**src/rtl/reg_access_ctrl_pkg.sv**
```systemverilog
// Shared definitions for the register-file access controller: command opcodes,
// frame sizes and the controller state encoding.
package reg_ctrl_pkg;

  localparam logic [7:0] WR_CMD = 8'hAA;
  localparam logic [7:0] RD_CMD = 8'hBB;

  localparam int WR_FRAME_BYTES = 4;
  localparam int RD_FRAME_BYTES = 2;
  localparam int RD_RESP_BYTES  = 2;

  typedef enum logic [3:0] {
    IDLE    = 4'd0,
    ADDR    = 4'd1,
    DLO     = 4'd2,
    DHI     = 4'd3,
    WRITE   = 4'd4,
    READ    = 4'd5,
    WAIT_RD = 4'd6,
    TX_LO   = 4'd7,
    TX_HI   = 4'd8
  } state_e;

endpackage

```
**src/rtl/reg_access_ctrl_if.sv**
```systemverilog
// Byte-stream and register-file bus seen by the access controller.
// master = the controller, slave = the UART pair plus register file around it.
interface reg_access_ctrl_if #(
  parameter int ADDR_W = 3,
  parameter int DATA_W = 16
);
  logic [7:0]        RX_Data;
  logic              RX_Valid;
  logic [7:0]        TX_Data;
  logic              TX_Valid;
  logic              TX_Ready;
  logic [ADDR_W-1:0] Address;
  logic [DATA_W-1:0] WrData;
  logic              WrEn;
  logic              RdEn;
  logic [DATA_W-1:0] RdData;
  logic              Busy;
  logic              FrmErr;

  modport master (
    input  RX_Data, RX_Valid, TX_Ready, RdData,
    output TX_Data, TX_Valid, Address, WrData, WrEn, RdEn, Busy, FrmErr
  );

  modport slave (
    output RX_Data, RX_Valid, TX_Ready, RdData,
    input  TX_Data, TX_Valid, Address, WrData, WrEn, RdEn, Busy, FrmErr
  );
endinterface

```
**src/rtl/reg_access_ctrl_frame_timer.sv**
```systemverilog
// Inter-byte idle timer: counts enabled cycles since the last clear and
// flags expiry when the count reaches TIMEOUT-1 (then holds there).
module frame_timer #(
  parameter int TIMEOUT = 1024
) (
  input  logic CLK,
  input  logic RST,
  input  logic clr,
  input  logic en,
  output logic expired
);
  localparam int CNT_W = $clog2(TIMEOUT);
  localparam logic [CNT_W-1:0] LAST = CNT_W'(TIMEOUT - 1);

  logic [CNT_W-1:0] cnt;

  always_ff @(posedge CLK or negedge RST) begin
    if (!RST) begin
      cnt <= '0;
    end else if (clr || !en) begin
      cnt <= '0;
    end else if (!expired) begin
      cnt <= cnt + 1'b1;
    end
  end

  assign expired = en && (cnt == LAST);

endmodule

```
**src/rtl/reg_access_ctrl.sv**
```systemverilog
// Register-file bus initiator: decodes write/read command frames from the RX
// byte stream, strobes the register file and returns read data over TX.
module reg_access_ctrl
  import reg_ctrl_pkg::*;
#(
  parameter int         ADDR_W  = 3,
  parameter int         DATA_W  = 16,
  parameter logic [7:0] WR_CMD  = reg_ctrl_pkg::WR_CMD,
  parameter logic [7:0] RD_CMD  = reg_ctrl_pkg::RD_CMD,
  parameter int         TIMEOUT = 1024
) (
  input logic                CLK,
  input logic                RST,
  reg_access_ctrl_if.master  bus
);
  state_e     state;
  logic       is_rd;
  logic [7:0] rd_buf_hi;
  logic       in_frame;
  logic       expired;

  assign in_frame = (state == ADDR) || (state == DLO) || (state == DHI);

  frame_timer #(.TIMEOUT(TIMEOUT)) u_timer (
    .CLK     (CLK),
    .RST     (RST),
    .clr     (bus.RX_Valid),
    .en      (in_frame),
    .expired (expired)
  );

  // A received byte always wins over a timer expiry in the same cycle.
  always_ff @(posedge CLK or negedge RST) begin
    if (!RST) begin
      state       <= IDLE;
      is_rd       <= 1'b0;
      rd_buf_hi   <= '0;
      bus.Address <= '0;
      bus.WrData  <= '0;
      bus.WrEn    <= 1'b0;
      bus.RdEn    <= 1'b0;
      bus.TX_Data <= '0;
      bus.TX_Valid <= 1'b0;
      bus.Busy    <= 1'b0;
      bus.FrmErr  <= 1'b0;
    end else begin
      bus.WrEn   <= 1'b0;
      bus.RdEn   <= 1'b0;
      bus.FrmErr <= 1'b0;
      case (state)
        IDLE: begin
          if (bus.RX_Valid) begin
            if (bus.RX_Data == WR_CMD || bus.RX_Data == RD_CMD) begin
              is_rd    <= (bus.RX_Data == RD_CMD);
              state    <= ADDR;
              bus.Busy <= 1'b1;
            end else begin
              bus.FrmErr <= 1'b1;
            end
          end
        end
        ADDR: begin
          if (bus.RX_Valid) begin
            bus.Address <= bus.RX_Data[ADDR_W-1:0];
            if (is_rd) begin
              state    <= READ;
              bus.RdEn <= 1'b1;
            end else begin
              state <= DLO;
            end
          end else if (expired) begin
            state      <= IDLE;
            bus.Busy   <= 1'b0;
            bus.FrmErr <= 1'b1;
          end
        end
        DLO: begin
          if (bus.RX_Valid) begin
            bus.WrData[7:0] <= bus.RX_Data;
            state           <= DHI;
          end else if (expired) begin
            state      <= IDLE;
            bus.Busy   <= 1'b0;
            bus.FrmErr <= 1'b1;
          end
        end
        DHI: begin
          if (bus.RX_Valid) begin
            bus.WrData[DATA_W-1:8] <= bus.RX_Data;
            bus.WrEn               <= 1'b1;
            state                  <= WRITE;
          end else if (expired) begin
            state      <= IDLE;
            bus.Busy   <= 1'b0;
            bus.FrmErr <= 1'b1;
          end
        end
        WRITE: begin
          state    <= IDLE;
          bus.Busy <= 1'b0;
        end
        READ: begin
          state <= WAIT_RD;
        end
        WAIT_RD: begin
          rd_buf_hi    <= bus.RdData[DATA_W-1:8];
          bus.TX_Data  <= bus.RdData[7:0];
          bus.TX_Valid <= 1'b1;
          state        <= TX_LO;
        end
        TX_LO: begin
          if (bus.TX_Ready) begin
            bus.TX_Data <= rd_buf_hi;
            state       <= TX_HI;
          end
        end
        TX_HI: begin
          if (bus.TX_Ready) begin
            bus.TX_Valid <= 1'b0;
            bus.Busy     <= 1'b0;
            state        <= IDLE;
          end
        end
        default: begin
          state    <= IDLE;
          bus.Busy <= 1'b0;
        end
      endcase
    end
  end

endmodule

```
**src/flat_wrapper.sv**
```systemverilog
// flat-port wrapper written by rule: the top's interface ports become plain ports
module reg_access_ctrl_flat import reg_ctrl_pkg::*;
#(
  parameter int         ADDR_W  = 3,
  parameter int         DATA_W  = 16,
  parameter logic [7:0] WR_CMD  = reg_ctrl_pkg::WR_CMD,
  parameter logic [7:0] RD_CMD  = reg_ctrl_pkg::RD_CMD,
  parameter int         TIMEOUT = 1024
)
  (CLK, RST, bus_RX_Data, bus_RX_Valid, bus_TX_Ready, bus_RdData, bus_TX_Data, bus_TX_Valid, bus_Address, bus_WrData, bus_WrEn, bus_RdEn, bus_Busy, bus_FrmErr);
  reg_access_ctrl_if #(.ADDR_W(ADDR_W), .DATA_W(DATA_W)) bus_i ();
  input logic CLK;
  input logic RST;
  input wire logic [$bits(bus_i.RX_Data)-1:0] bus_RX_Data;
  input wire logic [$bits(bus_i.RX_Valid)-1:0] bus_RX_Valid;
  input wire logic [$bits(bus_i.TX_Ready)-1:0] bus_TX_Ready;
  input wire logic [$bits(bus_i.RdData)-1:0] bus_RdData;
  output wire logic [$bits(bus_i.TX_Data)-1:0] bus_TX_Data;
  output wire logic [$bits(bus_i.TX_Valid)-1:0] bus_TX_Valid;
  output wire logic [$bits(bus_i.Address)-1:0] bus_Address;
  output wire logic [$bits(bus_i.WrData)-1:0] bus_WrData;
  output wire logic [$bits(bus_i.WrEn)-1:0] bus_WrEn;
  output wire logic [$bits(bus_i.RdEn)-1:0] bus_RdEn;
  output wire logic [$bits(bus_i.Busy)-1:0] bus_Busy;
  output wire logic [$bits(bus_i.FrmErr)-1:0] bus_FrmErr;
  assign bus_i.RX_Data = bus_RX_Data;
  assign bus_i.RX_Valid = bus_RX_Valid;
  assign bus_i.TX_Ready = bus_TX_Ready;
  assign bus_i.RdData = bus_RdData;
  assign bus_TX_Data = bus_i.TX_Data;
  assign bus_TX_Valid = bus_i.TX_Valid;
  assign bus_Address = bus_i.Address;
  assign bus_WrData = bus_i.WrData;
  assign bus_WrEn = bus_i.WrEn;
  assign bus_RdEn = bus_i.RdEn;
  assign bus_Busy = bus_i.Busy;
  assign bus_FrmErr = bus_i.FrmErr;
  reg_access_ctrl #(.ADDR_W(ADDR_W), .DATA_W(DATA_W), .WR_CMD(WR_CMD), .RD_CMD(RD_CMD), .TIMEOUT(TIMEOUT)) u_core (.CLK(CLK), .RST(RST), .bus(bus_i));
endmodule
```
**config.mk**
```make
export PLATFORM = sky130hd
export DESIGN_NAME = reg_access_ctrl_flat
export DESIGN_NICKNAME = d
export VERILOG_FILES = /design/src/rtl/reg_access_ctrl_pkg.sv /design/src/rtl/reg_access_ctrl_if.sv /design/src/rtl/reg_access_ctrl_frame_timer.sv /design/src/rtl/reg_access_ctrl.sv /design/src/flat_wrapper.sv
export SDC_FILE = /design/constraint.sdc
export NUM_CORES = 1
export LEC_CHECK = 0
export ABC_AREA = 1
export CAP_MARGIN = 20
export CORE_MARGIN = 2
export CORE_UTILIZATION = 50
export DETAILED_ROUTE_END_ITERATION = 8
export PLACE_DENSITY = 0.8
export REMOVE_ABC_BUFFERS = 1
export SLEW_MARGIN = 15
export SYNTH_ARGS = -nofsm -noshare
export SYNTH_HDL_FRONTEND = slang
export SYNTH_SLANG_ARGS = --single-unit
export TNS_END_PERCENT = 10
```
**constraint.sdc**
```tcl
create_clock -name CLK -period 1.86 [get_ports CLK]
set_input_delay 0.372 -clock CLK [delete_from_list [all_inputs] [get_ports CLK]]
set_output_delay 0.372 -clock CLK [all_outputs]
set_load 0.03 [all_outputs]
```
==> impl_results.md <==
* Status: finished, final reports clean
* Violation count after the first detailed-routing iteration at ~130
* Number of max-slew violations in the final report at 0
* Dominant synthesized flop cell: dfrtp_1
* Synth area leader: dfrtp_1
* CP delay by family, top: buffers and inverters
* Hold crit path type: input port to asynchronous set/reset pin
* Fin crit period at 1730 ps
* Sequential cell area at 1380 um^2
* Crit-path max cell delay at 680 ps
* WL/cell at 12.2 um
* Unrepaired setup endpoints after global routing: no
* CP Cell Sequence: clkdlybuf4s50_1
* Post-synth top area share at 0.536
* IO Pins at 60
* Row Count at 26
* Max IR drop VDD at 944 uV
* Number of synthesized flops with an enable pin at 0
* Placement Cell Area at 3240 um^2
* Fin area at 3360 um^2
* Detailed-route DRC error count at 0
* Max_cap viols at 0
* Largest cells by area after synthesis: dfrtp_1 (54%), nand2_1 (14%), inv_1 (4.5%)
* Critical Path Stages at 1
* GR Overflow Total at 0
* # clock sinks at 55
* Ys Warns at 0
* Routed WL at 5.35 mm
* Post-CTS resize count at 0
* Input/output buffers at 59
* Setup TNS at 0 ps
* WP buf/inv at 1
* Post-CTS setup buffer count at 0
* Crit path DAT at 1360 ps
* Post-synthesis sequential area ratio at 0.536
* Multi-input gate area at between 900 and 1000 um^2
* Vias at 2166
* Drt pass-1 iters at 4
* Final Cycle Share at 0.931
* CP Max Fanout at 2
* Vias per inst at slightly below 5
* Cell count after synthesis at 300
* Count of final setup violators at 0
* Share of synthesized registers carrying an async set or reset at 1.00
* Pwr per Cell Area at around 1500 nW/um^2
* Clock Skews at 9.43 ps
* Global-route wire length before repair at 8.98 mm
* Leakage at 1.61 nW
* Synthesized flop and latch total at 55
* Slew margin rel. at 0.753
* Worst EP required at 1490 ps
* Synth-to-Final Area Change at 30.9%
* Diodes inserted at 0
* Worst-skew pair later-pin latency at 300 ps
* Clk pin slew, worst setup/hold paths at roughly 90 ps
* Hold-fix buffers, CTS at 0
* ANT nets after route at 0
* Vias in the first global route at between 2000 and 2500
* Die width at 75.6 um
* Net total in the final layout at ~400
* Worst Reg-to-Reg Cells at 8
* Largest net degree at the start of global routing at 56
* Worst-Margin Slew at 367 ps
* HPWL after detailed placement at 3.94 mm
* Die Y at approximately 76 um
* Slowest CP cell: clkdlybuf4s50_1
* Root Buffer: clkbuf_8
* Worst Setup End Kind: output pin
* Fillers at roughly 430
* CTS Buf Count at 5
* Crit path kind: flip-flop to output pin
* Worst hold margin at 41.9 ps
* Layout cells sized above 1 at 0.0981
* Initial antenna violation count at 0
* Yosys cell types at 27
* Die ar. at 5720 um^2
* CTS tree: yes
* Max clock buf depth at 2
* Critical path startpoint category: flip-flop
* Mapped Area at 2570 um^2
* All-Layer GR Usage at 0.205
* Routability Congestion at just over 0.8
* Max Fclk at between 500 and 600 MHz
* Starting Density at 0.509
* H-tree levels at 2
* Final hold violations at 0
* Core Region at 5040 um^2
* Syn Area/Cell at approximately 8.6 um^2
[placed cells by master (no fill, tap or decap), types with 2 or more instances in the layout]
cell and n:
nor2_2 3, inv_1 31, a21oi_1 6, o211ai_1 4, o21ai_0 21, buf_4 6, o21ai_1 4, nor3_1 5
nor2_1 16, nand2_4 3, nand4_1 9, nand3_1 12, nor2_4 7, inv_2 4, dfrtp_1 55, a31oi_1 9
clkbuf_8 6, clkdlybuf4s50_1 58, clkinv_2 2, nand2_1 97
[worst paths after layout]
check                                      start  slack, ps                   end
setup / recovery           u_core.bus.Address[0]        130        bus_Address[0]
hold / removal                               RST         40  u_core.bus.WrData[1]
min in group CLK             u_core.rd_buf_hi[5]        490   u_core.rd_buf_hi[5]
hold reg to reg              u_core.rd_buf_hi[5]        490   u_core.rd_buf_hi[5]
max in group asynchronous                    RST       1560       u_core.bus.RdEn
setup reg to reg           u_core.u_timer.cnt[0]        280       u_core.state[1]
[logic make-up after synthesis]
kind of cell               after synthesis  synth area share
and+or+nand+nor                        153             0.274
DFF                                     55             0.536
AOI/OAI and AO/OA                       46             0.101
buffers and inverters                   44            0.0790
muxes                                    1           0.00439
adders and majority gates                1           0.00487
[sequential cells by signal, indices dropped and copies added, names as in the netlist]
name,cells
u_core.bus.TX_Valid,1
u_core.bus.Address,3
u_core.bus.WrData,16
u_core.bus.WrEn,1
u_core.u_timer.cnt,10
u_core.is_rd,1
u_core.state,4
u_core.bus.Busy,1
u_core.bus.TX_Data,8
u_core.rd_buf_hi,8
u_core.bus.FrmErr,1
u_core.bus.RdEn,1
[layout make-up]
type / instances / share of cell area
sequential: 55 / 0.410
multi-input combinational: 201 / 0.294
timing repair buffer: 66 / 0.194
inverter: 37 / 0.0417
tap: 70 / 0.0261
clock buffer: 6 / 0.0246
clock inverter: 2 / 0.0104
[per-stage QoR]
step           power (W)   util  worst slack (ps)  cells
3_3_place_gp     0.00416  0.643               226    429
5_1_grt          0.00532  0.666              83.1    437
6_report         0.00498  0.666               129    437
4_1_cts          0.00502  0.666               112    437
3_5_place_dp     0.00421  0.643               168    429
2_1_floorplan    0.00330      -               346    293
[report_power, final]
group	switching [W]	internal [W]
clock	0.000365	0.000436
sequential	0.000275	0.00162
combinational	0.00137	0.000913
total	0.00201	0.00297
[routing by layer]
| layer | up-vias | track usage | wire, um |
|---|---|---|---|
| met2 | 42 | 0.335 | 2660 |
| met5 | - | 0 | 0 |
| met4 | 0 | 0.0741 | 72 |
| met1 | 1015 | 0.281 | 2440 |
| li1 | 1104 | - | - |
| met3 | 5 | 0.0291 | 177 |
[synth_stat cells (2+ instances only)]
cell type and instances:
buf_6 2, nand4_1 9, nor3_1 5, nor2_2 3
dfrtp_1 55, buf_2 2, nor2_1 16, nand2_1 97
o21ai_1 4, buf_4 2, inv_1 31, inv_2 4
nand3_1 12, o21ai_0 21, nand2_4 3, a21oi_1 6
o211ai_1 4, nor2_4 7, a31oi_1 9
Power figures use the tool's default switching activity.
